**config.mk**
```make
export PLATFORM = sky130hd
export DESIGN_NAME = mem_fill_master
export DESIGN_NICKNAME = d
export VERILOG_FILES = /design/src/rtl/mem_fill_master.sv
export SDC_FILE = /design/constraint.sdc
export NUM_CORES = 1
export LEC_CHECK = 0
export ABC_AREA = 1
export BUFFER_PORTS_ARGS = -buffer_cell sky130_fd_sc_hd__buf_2
export CORE_ASPECT_RATIO = 0.75
export CORE_UTILIZATION = 40
export DETAILED_ROUTE_END_ITERATION = 6
export HOLD_SLACK_MARGIN = 0.15
export PLACE_DENSITY = 0.62
export SLEW_MARGIN = 0
export SYNTH_ARGS = -nofsm -noshare
export SYNTH_HDL_FRONTEND = slang
export SYNTH_SLANG_ARGS = --single-unit
```
**constraint.sdc**
```tcl
create_clock -name clk -period 2.2 [get_ports clk]
set_input_delay 0.66 -clock clk [delete_from_list [all_inputs] [get_ports clk]]
set_output_delay 0.66 -clock clk [all_outputs]
set_load 0.01 [all_outputs]
```
**src/rtl/mem_fill_master.sv**
```systemverilog
// Avalon-MM fill master: writes a constant or incrementing word pattern over a
// programmed word range, configured through a four-register Avalon-MM slave.
module mem_fill_master #(
  parameter int LEN_W = 16
) (
  input  logic        clk,
  input  logic        reset_n,
  input  logic [1:0]  s_address,
  input  logic        s_write,
  input  logic [31:0] s_writedata,
  input  logic        s_read,
  output logic [31:0] s_readdata,
  output logic [31:0] m_address,
  output logic [31:0] m_writedata,
  output logic        m_write,
  input  logic        m_waitrequest,
  output logic        irq
);

  typedef enum logic [1:0] {
    ST_IDLE   = 2'd0,
    ST_RUN    = 2'd1,
    ST_FINISH = 2'd2
  } state_t;

  state_t             state_r;
  state_t             state_s;

  logic [31:0]        base_r;
  logic [LEN_W-1:0]   length_r;
  logic [31:0]        pattern_r;
  logic               inc_r;
  logic               irq_en_r;
  logic               done_r;
  logic               abort_pend_r;
  logic [LEN_W-1:0]   cnt_r;

  logic               ctrl_wr_s;
  logic               go_s;
  logic               clr_s;
  logic               abort_s;
  logic               busy_s;
  logic               accept_s;
  logic               last_s;
  logic               len_zero_s;
  logic               start_s;
  logic               zero_go_s;

  assign ctrl_wr_s  = s_write && (s_address == 2'd0);
  assign go_s       = ctrl_wr_s && s_writedata[0];
  assign clr_s      = ctrl_wr_s && s_writedata[3];
  assign abort_s    = ctrl_wr_s && s_writedata[4];
  assign busy_s     = (state_r == ST_RUN);
  assign accept_s   = m_write && !m_waitrequest;
  // The final word, or the first word accepted once an abort is pending, ends the run.
  assign last_s     = busy_s && accept_s &&
                      ((cnt_r == LEN_W'(1'b1)) || abort_pend_r);
  assign len_zero_s = (length_r == {LEN_W{1'b0}});
  assign start_s    = !busy_s && go_s && !len_zero_s;
  assign zero_go_s  = !busy_s && go_s && len_zero_s;

  // State register
  always_ff @(posedge clk or negedge reset_n) begin
    if (!reset_n) begin
      state_r <= ST_IDLE;
    end else begin
      state_r <= state_s;
    end
  end

  // Next-state logic; FINISH lasts one cycle but can already accept a new GO
  always_comb begin
    state_s = state_r;
    case (state_r)
      ST_IDLE, ST_FINISH: begin
        if (go_s) begin
          state_s = len_zero_s ? ST_FINISH : ST_RUN;
        end else begin
          state_s = ST_IDLE;
        end
      end
      ST_RUN: begin
        if (last_s) begin
          state_s = ST_FINISH;
        end else begin
          state_s = ST_RUN;
        end
      end
      default: begin
        state_s = ST_IDLE;
      end
    endcase
  end

  // Configuration registers; mode bits update any time, range/pattern only when idle
  always_ff @(posedge clk or negedge reset_n) begin
    if (!reset_n) begin
      base_r    <= 32'd0;
      length_r  <= {LEN_W{1'b0}};
      pattern_r <= 32'd0;
      inc_r     <= 1'b0;
      irq_en_r  <= 1'b0;
    end else begin
      if (ctrl_wr_s) begin
        inc_r    <= s_writedata[1];
        irq_en_r <= s_writedata[2];
      end
      if (s_write && !busy_s) begin
        case (s_address)
          2'd1:    base_r    <= {s_writedata[31:2], 2'b00};
          2'd2:    length_r  <= s_writedata[LEN_W-1:0];
          2'd3:    pattern_r <= s_writedata;
          default: ;
        endcase
      end
    end
  end

  // Master write datapath: only advances on an accepted beat, so a stalled beat stays put
  always_ff @(posedge clk or negedge reset_n) begin
    if (!reset_n) begin
      m_address    <= 32'd0;
      m_writedata  <= 32'd0;
      m_write      <= 1'b0;
      cnt_r        <= {LEN_W{1'b0}};
      abort_pend_r <= 1'b0;
    end else begin
      if (start_s) begin
        m_address   <= base_r;
        m_writedata <= pattern_r;
        m_write     <= 1'b1;
        cnt_r       <= length_r;
      end else if (busy_s && accept_s) begin
        m_address <= m_address + 32'd4;
        if (inc_r) begin
          m_writedata <= m_writedata + 32'd1;
        end
        cnt_r <= cnt_r - LEN_W'(1'b1);
        if (last_s) begin
          m_write <= 1'b0;
        end
      end
      if (busy_s && !last_s && abort_s) begin
        abort_pend_r <= 1'b1;
      end else if (!busy_s || last_s) begin
        abort_pend_r <= 1'b0;
      end
    end
  end

  // Completion flag and level interrupt; a GO that starts a run clears DONE even with CLR_DONE
  always_ff @(posedge clk or negedge reset_n) begin
    if (!reset_n) begin
      done_r <= 1'b0;
      irq    <= 1'b0;
    end else begin
      if (start_s) begin
        done_r <= 1'b0;
      end else if (zero_go_s || last_s) begin
        done_r <= 1'b1;
      end else if (clr_s) begin
        done_r <= 1'b0;
      end
      irq <= done_r && irq_en_r;
    end
  end

  // Registered slave read port
  always_ff @(posedge clk or negedge reset_n) begin
    if (!reset_n) begin
      s_readdata <= 32'd0;
    end else if (s_read) begin
      case (s_address)
        2'd0:    s_readdata <= {28'd0, done_r, irq_en_r, inc_r, busy_s};
        2'd1:    s_readdata <= base_r;
        2'd2:    s_readdata <= 32'(length_r);
        2'd3:    s_readdata <= pattern_r;
        default: s_readdata <= 32'd0;
      endcase
    end
  end

endmodule

```
==> flow_summary_export.csv, run 1 <==
group,metric,value,unit
run_status,status,"completed",
yosys,yosys_warnings,0,
global_route,gr-usage-all-layers,0.265,
cells_and_area,syn2layout_area_growth,16.9,%
pwr,combPwrFrac,0.317,
critical_path,critical-path-slowest-cell,"dfrtp_1",
placed_design,gp_congestion,0.962,
clock_tree,clk_pin_slew,0.08,ns
cells_and_area,mostFrequentLayoutCell,"nand2_1",
yosys,syn_area,0.0108,mm^2
global_route,grt_max_degree,61,
clock_tree,cts_buffer_depth,2,
timing,hold_violations,0,
pwr,p_seq_frac,0.469,
yosys,synth_edf_count,0,
timing,rsz0062_at_grt,"no",
critical_path,critPathCaptureType,"flip-flop",
yosys,synth_compound_area_frac,0.0749,
die,io_pins,137,
yosys,synthXorXnorAreaFrac,0.0113,
global_route,grt_pass1_vias,9729,
pwr,powerDensity,1220,mW/mm^2
critical_path,cp.arrival,2.24,ns
critical_path,worst-setup-path-type,"reg2reg",
yosys,yosys.area_share.adder,0.00462,
detailed_routing,first_pass_iters,6,
cells_and_area,layout-drive-gt1-share,0.127,
pwr,ir_drop,0.550,mV
cells_and_area,fin_cells,2045,
critical_path,required,2.53,ns
die,die_x,192,um
yosys,synth-main-ff-cell,"dfrtp_1",
cells_and_area,nets,1731,
timing,min_period_over_period,0.867,
clock_tree,ctsResizeCount,0,
yosys,synth_async_sr_flop_share,1.00,
global_route,grt_use_met1,0.421,
pwr,pwr-share-clk,0.214,
hold_path,hp-class,"in2async",
pwr,p_switching,6.83,mW
timing,fmax,0.524,GHz
yosys,synth_top_family_by_area,"simple AND/OR/NAND/NOR gates",
placed_design,post-place-cells,2013,
critical_path,cp-start-kind,"flip-flop",
die,dieHeight,144,um
global_route,grt_pass1_wl,55700,um
pwr,p_int,8.59,mW
global_route,grt.busiest_layer,"met1",
critical_path,crit_top_cell,"nand2_1",
die,rows,51,
timing,period_needed,1.91,ns
pwr,p_sw_frac,0.443,
critical_path,path_max_fanout,5,
detailed_routing,drtAntennaViolNets,0,
timing,worstMarginPinSlew,0.667,ns
run,drv_cap,0,
die,core_region_area,0.0263,mm^2
clock_tree,cts.htree.levels,4,
pwr,p_leak,6.40,nW
clock_tree,post_cts_buffers,0,
timing,fin_tns_setup,0,ns
clock_tree,postCtsHoldBufs,0,
cells_and_area,layout_common_cells,"nand2_1 (616), dfrtp_1 (196), nand3_1 (171), nor2_1 (155), inv_1 (141)",
cells_and_area,final_core_util,0.481,
global_route,grt-ovfl-total,0,
die,die_area,0.0277,mm^2
detailed_routing,wl_per_cell,17.3,um
yosys,synthMuxAreaShare,0,
yosys,synth-simple-area-share,0.377,
detailed_routing,vias,10603,
yosys,yosysSeqAreaShare,0.453,
yosys,synth-seq-cells,196,
placed_design,port_buffers,134,
detailed_routing,drc,0,
timing,slew_headroom,0.555,
global_route,use_met3,0.0449,
cells_and_area,antenna_cells,0,
clock_tree,cts_tree,"done",
yosys,synth.avg_cell_area,6.92,um^2
clock_tree,clockRootBuffer,"clkbuf_16",
clock_tree,cts.sinks,196,
yosys,synth.distinct_cells,34,
detailed_routing,viasPerCell,5.18,
global_route,met2_usage,0.369,
timing,setup_violations,0,
timing,slew_violations,0,
clock_tree,clock_latency,0.45,ns
global_route,grt_antenna_before_repair,0,
placed_design,post-dp-hpwl,26100,um
critical_path,worstPathCellList,"ha_1, nand2_1, nor2_2, nand2_1, nor2_1, nand2_1, nand2_1, nand2_1, nand2_1, nand2_1",
detailed_routing,wirelength,35400,um
critical_path,cp_slowest_stage_delay,0.47,ns
yosys,syn_inst,1565,
timing,clock_skew,0.0202,ns
detailed_routing,drtIter0Drc,1204,
die,start_util,0.412,
clock_tree,numCtsBuffers,17,
==> power by group through the flow <==
stage / Combinational (mW) / Sequential (mW) / Clock, mW
after CTS: 4.91 / 7.13 / 3.34
final: 4.89 / 7.23 / 3.31
after detailed placement: 4.88 / 7.19 / 0
after global placement: 4.79 / 7.19 / 0
after global routing: 5.62 / 7.40 / 3.47
after floorplan: 2.96 / 6.59 / 0
==> worst max-delay path, delay by kind of cell (launching register included) <==
kind,cells,cell delay [ns]
DFF,1,0.47
and+or+nand+nor,9,1.11
adders and majority gates,1,0.22
==> synthesized netlist by cell type (7+ instances only) <==
library cell / instances / share of area
a31oi_1: 17 / 0.0098
clkbuf_1: 35 / 0.012
xnor2_1: 10 / 0.0081
nand2_1: 616 / 0.21
nor2_1: 155 / 0.054
nand3b_1: 23 / 0.016
o21ai_0: 112 / 0.052
dfrtp_1: 196 / 0.45
inv_1: 141 / 0.049
buf_2: 16 / 0.0074
a21oi_1: 9 / 0.0042
nand4_1: 7 / 0.0040
nand3_1: 173 / 0.080
==> final timing paths <==
check                                           startpoint                     endpoint  slack (ns)  cells after the start
worst max-delay path            m_writedata[1]$_DFFE_PN0P_  m_writedata[30]$_DFFE_PN0P_        0.29                     10
worst min-delay path                               reset_n         cnt_r[1]$_DFFE_PN0P_        0.14                      1
worst max register to register  m_writedata[1]$_DFFE_PN0P_  m_writedata[30]$_DFFE_PN0P_        0.29                     10
worst min register to register   s_readdata[7]$_DFFE_PN0P_    s_readdata[7]$_DFFE_PN0P_        0.49                      2
max in group asynchronous                          reset_n  m_writedata[28]$_DFFE_PN0P_        1.40                      2
min in group clk                           s_writedata[27]       base_r[27]$_DFFE_PN0P_        0.46                      3
==> metrics by stage <==
| step | setup slack, ns | area [um^2] | power (mW) | hold slack [ns] |
|---|---|---|---|---|
| finish | 0.292 | 12700 | 15.4 | 0.137 |
| global route | 0.186 | 12700 | 16.5 | 0.155 |
| CTS | 0.317 | 12700 | 15.4 | 0.160 |
| detailed placement | 0.207 | 12000 | 12.1 | 0.461 |
| global placement | 0.249 | 12000 | 12.0 | 0.461 |
| floorplan | 0.551 | 10800 | 9.56 | 0.364 |
==> layer usage <==
layer  vias up  share of wire
met3        25          0.074
li1       5191              -
met5         -              0
met2       404           0.41
met1      4983           0.51
met4         0          0.010
==> final cells by class <==
| class | instances | area, um^2 |
|---|---|---|
| sequential | 196 | 4900 |
| tap | 344 | 430 |
| multi-input combinational | 1160 | 5080 |
| clock buffer | 17 | 425 |
| fill | 2679 | 13600 |
| clock inverter | 15 | 193 |
| inverter | 147 | 552 |
| timing repair buffer | 166 | 1070 |
==> cell families after synthesis <==
logic type      after synthesis
xor+xnor                     14
fa+ha+maj                     4
other cells                   1
flops                       196
compound gates              152
simple gates                988
buf+inv                     210
==> state kept, by name, indices dropped and copies added, names as in the netlist, 2 cells and up <==
name	count
m_writedata	32
m_address	30
pattern_r	32
state_r	2
s_readdata	32
base_r	30
length_r	16
cnt_r	16
Note: power is estimated with default switching activity, not from simulation.
==> inputs of run 2 (changes only) <==
--- a/config.mk
+++ b/config.mk
@@ -5,7 +5,6 @@
 export SDC_FILE = /design/constraint.sdc
 export NUM_CORES = 1
 export LEC_CHECK = 0
-export ABC_AREA = 1
 export BUFFER_PORTS_ARGS = -buffer_cell sky130_fd_sc_hd__buf_2
 export CORE_ASPECT_RATIO = 0.75
 export CORE_UTILIZATION = 40
==> run 2 against run 1 <==
Net effect: global-route usage is 2.9 points lower; routed wire length is 22% lower; maximum frequency is 7.4% lower; the flow now finishes with violations (DRC).
==> flow_summary_export.csv, run 2 <==
group,metric,value,unit
run_status,status,"finished, violations left",
run_status,violations,"DRC",
cells_and_area,layout-drive-gt1-share,0.334,
yosys,synthMuxAreaShare,0.137,
placed_design,post-dp-hpwl,20500,um
clock_tree,clk_pin_slew,0.08,ns
timing,fmax,0.485,GHz
timing,fin_ws,0.140,ns
timing,fin_tns_setup,0,ns
die,die_x,180,um
yosys,synthTopCellsByArea,"dfrtp_1 (52%), mux2_2 (11%), nand2_1 (4.2%)",
timing,hold_violations,0,
yosys,synth-simple-area-share,0.158,
yosys,synth_async_sr_flop_share,1.00,
die,core_region_area,0.0231,mm^2
cells_and_area,mostFrequentLayoutCell,"dfrtp_1",
critical_path,path_max_fanout,5,
clock_tree,cts_tree,"done",
timing,rsz0062_at_grt,"no",
yosys,synth-seq-cells,196,
placed_design,gp_congestion,0.865,
timing,clock_skew,0.0170,ns
global_route,gr-usage-all-layers,0.236,
pwr,p_leak,5.31,nW
detailed_routing,vias,7822,
critical_path,worst-setup-path-type,"reg2reg",
global_route,grt-ovfl-total,0,
timing,slew_violations,0,
placed_design,pre_cts_ws,-0.0708,ns
cells_and_area,nets,1109,
timing,setup_violations,0,
die,die_area,0.0243,mm^2
yosys,yosys.area_share.adder,0.00529,
yosys,synth_most_common_cell,"dfrtp_1",
clock_tree,clockRootBuffer,"clkbuf_16",
die,rows,48,
run,drv_cap,0,
detailed_routing,drc,22,
global_route,grt_max_degree,52,
pwr,total_power,14.5,mW
yosys,synth_top_area_share,0.518,
global_route,grt_pass1_wl,43700,um
cells_and_area,layout_common_cells,"dfrtp_1 (196), buf_2 (133), nand2_1 (105), mux2_2 (96), buf_4 (67)",
critical_path,cp.arrival,2.43,ns
timing,fin_hold_ws,0.177,ns
detailed_routing,drtAntennaViolNets,0,
yosys,synthXorXnorAreaFrac,0.0185,
die,start_util,0.409,
detailed_routing,first_pass_iters,7,
yosys,synth.avg_cell_area,10.7,um^2
yosys,syn_inst,886,
hold_path,hp-class,"in2async",
yosys,synth-main-ff-cell,"dfrtp_1",
pwr,ir_drop,0.556,mV
pwr,powerDensity,1240,mW/mm^2
clock_tree,cts.htree.levels,4,
timing,min_period_over_period,0.936,
yosys,syn_area,0.00946,mm^2
detailed_routing,wirelength,27700,um
yosys,yosys_warnings,0,
detailed_routing,wl_per_cell,20.1,um
clock_tree,cts.sinks,196,
cells_and_area,largestRegisters,"m_writedata x32, pattern_r x32, s_readdata x32",
yosys,yosysSeqAreaShare,0.518,
detailed_routing,drtIter0Drc,534,
yosys,ys_top_cells_by_count,"dfrtp_1 (196), nand2_1 (105), mux2_2 (96)",
cells_and_area,final_area,0.0117,mm^2
cells_and_area,syn2layout_area_growth,23.3,%
cells_and_area,final_core_util,0.504,
yosys,synth_edf_count,0,
critical_path,critPathCaptureType,"flip-flop",
clock_tree,clock_latency,0.44,ns
global_route,grt_antenna_before_repair,1,
clock_tree,numCtsBuffers,17,
critical_path,required,2.57,ns
clock_tree,cts_buffer_depth,2,
die,dieHeight,135,um
global_route,grt_pass1_vias,7483,
placed_design,port_buffers,134,
yosys,synth_top_cell_by_area,"dfrtp_1",
cells_and_area,fin_cells,1380,
detailed_routing,viasPerCell,5.67,
clock_tree,postCtsHoldBufs,0,
yosys,synth_top_family_by_area,"simple AND/OR/NAND/NOR gates",
placed_design,post-place-cells,1345,
placed_design,dpl_cell_area,0.0110,mm^2
yosys,synth.distinct_cells,65,
critical_path,cp-start-kind,"flip-flop",
yosys,synth_compound_area_frac,0.128,
timing,period_needed,2.06,ns
die,io_pins,137,
-- run 2: cell types whose count changed in the layout (fill, tap and decap cells not counted), moves of 17 or more --
cell      before  now
nand3b_1      23    1
mux2_2         0   96
nor2_1       155   53
buf_4         20   67
o211ai_1       1   22
inv_1        141   25
nand2_1      616  105
a21oi_1        9   31
mux2i_1        0   17
nand3_1      171   38
o21ai_0      112   41
-- run 2: power breakdown --
group	switching, mW	internal, mW	total [mW]
registers	1.66	5.07	6.74
clock network	1.59	1.75	3.34
logic	2.14	2.26	4.40
-- run 2: worst max-delay path: stages, from the launching register on --
cell,delay (ns)
dfrtp_1,0.38
ha_1,0.21
nand3_1,0.17
nor4_4,0.41
nand3_2,0.19
or4_1,0.53
nand3_1,0.09
-- run 2: area by class of cell --
| type | instances | area [um^2] |
|---|---|---|
| Antenna cell | 1 | 2.50 |
| Tap cell | 300 | 375 |
| Multi-Input combinational cell | 614 | 4250 |
| Clock inverter | 15 | 210 |
| Clock buffer | 17 | 425 |
| Sequential cell | 196 | 4900 |
| Fill cell | 2125 | 11500 |
| Timing Repair Buffer | 212 | 1400 |
| Inverter | 25 | 93.8 |
-- run 2: kinds of logic after synthesis --
group	Yosys count
xor gates and xnor gates	20
muxes	115
and+or+nand+nor	292
adders and majority gates	4
AOI/OAI and AO/OA	181
DFF	196
buffers and inverters	77
other	1
-- run 2: final timing paths --
| check | startpoint | end | slack, ns | cells after the start |
|---|---|---|---|---|
| min | reset_n | pattern_r[29]$_DFFE_PN0P_ | 0.18 | 1 |
| max | m_writedata[1]$_DFFE_PN0P_ | m_writedata[28]$_DFFE_PN0P_ | 0.14 | 6 |
| min in group clk | s_writedata[26] | base_r[26]$_DFFE_PN0P_ | 0.46 | 2 |
| max reg2reg | m_writedata[1]$_DFFE_PN0P_ | m_writedata[28]$_DFFE_PN0P_ | 0.14 | 6 |
| max in group asynchronous | reset_n | m_address[20]$_DFFE_PN0P_ | 1.38 | 2 |
| min reg2reg | s_readdata[3]$_DFFE_PN0P_ | s_readdata[3]$_DFFE_PN0P_ | 0.52 | 1 |
-- run 2: repair_timing --
action	CTS	global route
resized for setup	1	1
buffers inserted	0	2
endpoints found under the setup margin	5	28
pin swaps	0	1
-- run 2: layer usage --
metal	up-vias	share of wire	GRT usage
met5	-	0	0
met4	0	0.010	0.0546
met3	17	0.068	0.0570
met2	254	0.44	0.354
met1	3930	0.48	0.344
li1	3621	-	-
==> inputs of run 3 (changes only) <==
--- a/config.mk
+++ b/config.mk
@@ -7,10 +7,11 @@
 export LEC_CHECK = 0
 export BUFFER_PORTS_ARGS = -buffer_cell sky130_fd_sc_hd__buf_2
 export CORE_ASPECT_RATIO = 0.75
+export CORE_MARGIN = 2
 export CORE_UTILIZATION = 40
 export DETAILED_ROUTE_END_ITERATION = 6
-export HOLD_SLACK_MARGIN = 0.15
-export PLACE_DENSITY = 0.62
+export HOLD_SLACK_MARGIN = 0.08
+export PLACE_DENSITY = 0.64
 export SLEW_MARGIN = 0
 export SYNTH_ARGS = -nofsm -noshare
 export SYNTH_HDL_FRONTEND = slang
==> constraint.sdc (replaced) <==
create_clock -name clk -period 1.7 [get_ports clk]
set_input_delay 0.51 -clock clk [delete_from_list [all_inputs] [get_ports clk]]
set_output_delay 0.51 -clock clk [all_outputs]
set_load 0.01 [all_outputs]
==> run 3 against run 2 <==
Net effect: the run ends with setup timing left; count of clock-buffer cells in the layout rose by 1; critical path depth did not move; worst setup slack lost 0.42 ns; sequential share of layout area shrank 6.6 points; die area increased by 2.6%; clock power up 27%; hold slack better by 0.13 ns; cell area up 19%; power rose by 47%; combinational power increased by 91%; first-iteration DRC count grew 51%; critical endpoint is now m_writedata[27]$_DFFE_PN0P_.
==> flow_summary_export.csv, run 3 (synthesis results as in run 2) <==
group,metric,value,unit
timing,fin_hold_ws,0.310,ns
critical_path,regToRegStartpoint,"length_r[1]$_DFFE_PN0P_",
cells_and_area,layout-drive-gt1-share,0.518,
hold_path,hp-class,"in2reg",
cells_and_area,nets,1250,
timing,fin_ws,-0.275,ns
detailed_routing,wirelength,32000,um
critical_path,cp-start-kind,"flip-flop",
timing,hold_violations,0,
hold_path,hold_depth,2,
critical_path,required,2.02,ns
global_route,grt_pass1_vias,8447,
detailed_routing,drtIter0Drc,806,
clock_tree,clock_latency,0.44,ns
run,drv_cap,0,
global_route,grt_antenna_before_repair,0,
critical_path,worst-setup-path-type,"reg2reg",
clock_tree,cts.sinks,196,
critical_path,cp.arrival,2.30,ns
cells_and_area,antenna_cells,0,
run_status,violations,"setup timing",
timing,min_period_over_period,1.16,
detailed_routing,wl_per_cell,21.1,um
placed_design,pre_cts_ws,-0.370,ns
global_route,gr-usage-all-layers,0.259,
cells_and_area,syn2layout_area_growth,46.3,%
hold_path,hold_end,"pattern_r[28]$_DFFE_PN0P_",
die,dieHeight,137,um
cells_and_area,mostFrequentLayoutCell,"dfrtp_1",
global_route,grt-ovfl-total,0,
die,die_x,182,um
pwr,p_leak,6.51,nW
critical_path,critPathCaptureType,"flip-flop",
timing,rsz0062_at_grt,"yes",
timing,period_needed,1.98,ns
critical_path,reg2reg_depth,6,
pwr,powerDensity,1540,mW/mm^2
run_status,status,"finished, violations left",
timing,clock_skew,0.0160,ns
detailed_routing,viasPerCell,5.69,
clock_tree,cts_buffer_depth,2,
clock_tree,cts_tree,"done",
detailed_routing,drtAntennaViolNets,0,
die,rows,48,
detailed_routing,drc,0,
timing,fmax,0.506,GHz
timing,slew_violations,0,
die,die_area,0.0249,mm^2
hold_path,min_from,"s_writedata[28]",
global_route,grt_pass1_wl,49100,um
die,core_region_area,0.0231,mm^2
die,start_util,0.409,
pwr,ir_drop,0.864,mV
clock_tree,cts.htree.levels,4,
timing,fin_tns_setup,-14.15,ns
clock_tree,clk_pin_slew,0.08,ns
global_route,grt_max_degree,52,
die,io_pins,137,
cells_and_area,largestRegisters,"m_writedata x32, pattern_r x32, s_readdata x32",
critical_path,r2r_setup_slack,-0.28,ns
critical_path,reg2reg_to,"m_writedata[27]$_DFFE_PN0P_",
cells_and_area,layout_common_cells,"dfrtp_1 (193), buf_4 (152), buf_2 (131), mux2_2 (95), nand2_1 (59)",
pwr,total_power,21.3,mW
detailed_routing,vias,8643,
detailed_routing,first_pass_iters,5,
timing,setup_violations,85,
placed_design,gp_congestion,0.887,
critical_path,path_max_fanout,7,
placed_design,port_buffers,134,
clock_tree,clockRootBuffer,"clkbuf_16",
placed_design,post-dp-hpwl,22500,um
clock_tree,numCtsBuffers,17,
cells_and_area,final_core_util,0.599,
==> run 3: power breakdown <==
group / total (mW) / switching [mW] / internal [mW]
sequential: 8.65 / 2.07 / 6.57
clock: 4.25 / 1.91 / 2.34
combinational: 8.42 / 4.02 / 4.40
==> run 3: worst max path at each step <==
stage                       startpoint                     endpoint  slack, ns  cells past startpoint
3_5_place_dp             m_waitrequest  m_writedata[24]$_DFFE_PN0P_      -0.37                      7
4_1_cts           cnt_r[3]$_DFFE_PN0P_         cnt_r[8]$_DFFE_PN0P_      -0.20                      5
5_1_grt        length_r[1]$_DFFE_PN0P_  m_writedata[21]$_DFFE_PN0P_      -0.31                      6
3_3_place_gp             m_waitrequest   m_writedata[8]$_DFFE_PN0P_      -0.35                      6
6_report       length_r[1]$_DFFE_PN0P_  m_writedata[27]$_DFFE_PN0P_      -0.28                      6
2_1_floorplan             s_address[0]   m_writedata[8]$_DFFE_PN0P_      -0.25                      8
==> run 3: layer usage <==
layer | vias up | wire length [um] | GRT usage | part of all wire
li1 | 3911 | - | - | -
met1 | 4391 | 15500 | 0.392 | 0.48
met2 | 311 | 13900 | 0.377 | 0.43
met3 | 30 | 2160 | 0.0574 | 0.067
met4 | 0 | 436 | 0.0583 | 0.014
met5 | - | 0 | 0 | 0
==> run 3: cell type report <==
class | count | area, um^2
clock inverter | 13 | 170
fill | 1827 | 9280
clock buffer | 18 | 429
timing repair buffer | 351 | 2820
multi-input combinational | 616 | 5040
tap | 300 | 375
sequential | 196 | 4910
inverter | 25 | 93.8
==> run 3: per-stage QoR <==
step,cells,cell area (um^2)
2_1_floorplan,887,9650
3_3_place_gp,1450,11900
3_5_place_dp,1450,11900
4_1_cts,1512,13500
5_1_grt,1519,13800
6_report,1519,13800
==> run 3: timing repair <==
action | 4_1_cts | 5_1_grt
cloned | 8 | 1
endpoints found under the setup margin | 75 | 138
pin swaps | 75 | 30
gates resized for setup | 183 | 71
setup buffers | 25 | 10
hold endpoints to repair | 24 | 0
hold buffers | 1 | 0
==> run 3: critical path: stages (launching register included) <==
cell     delay [ns]
dfrtp_1        0.41
nor4_2         0.34
nand4_1        0.24
buf_4          0.21
and2_4         0.20
buf_6          0.15
a221o_1        0.31
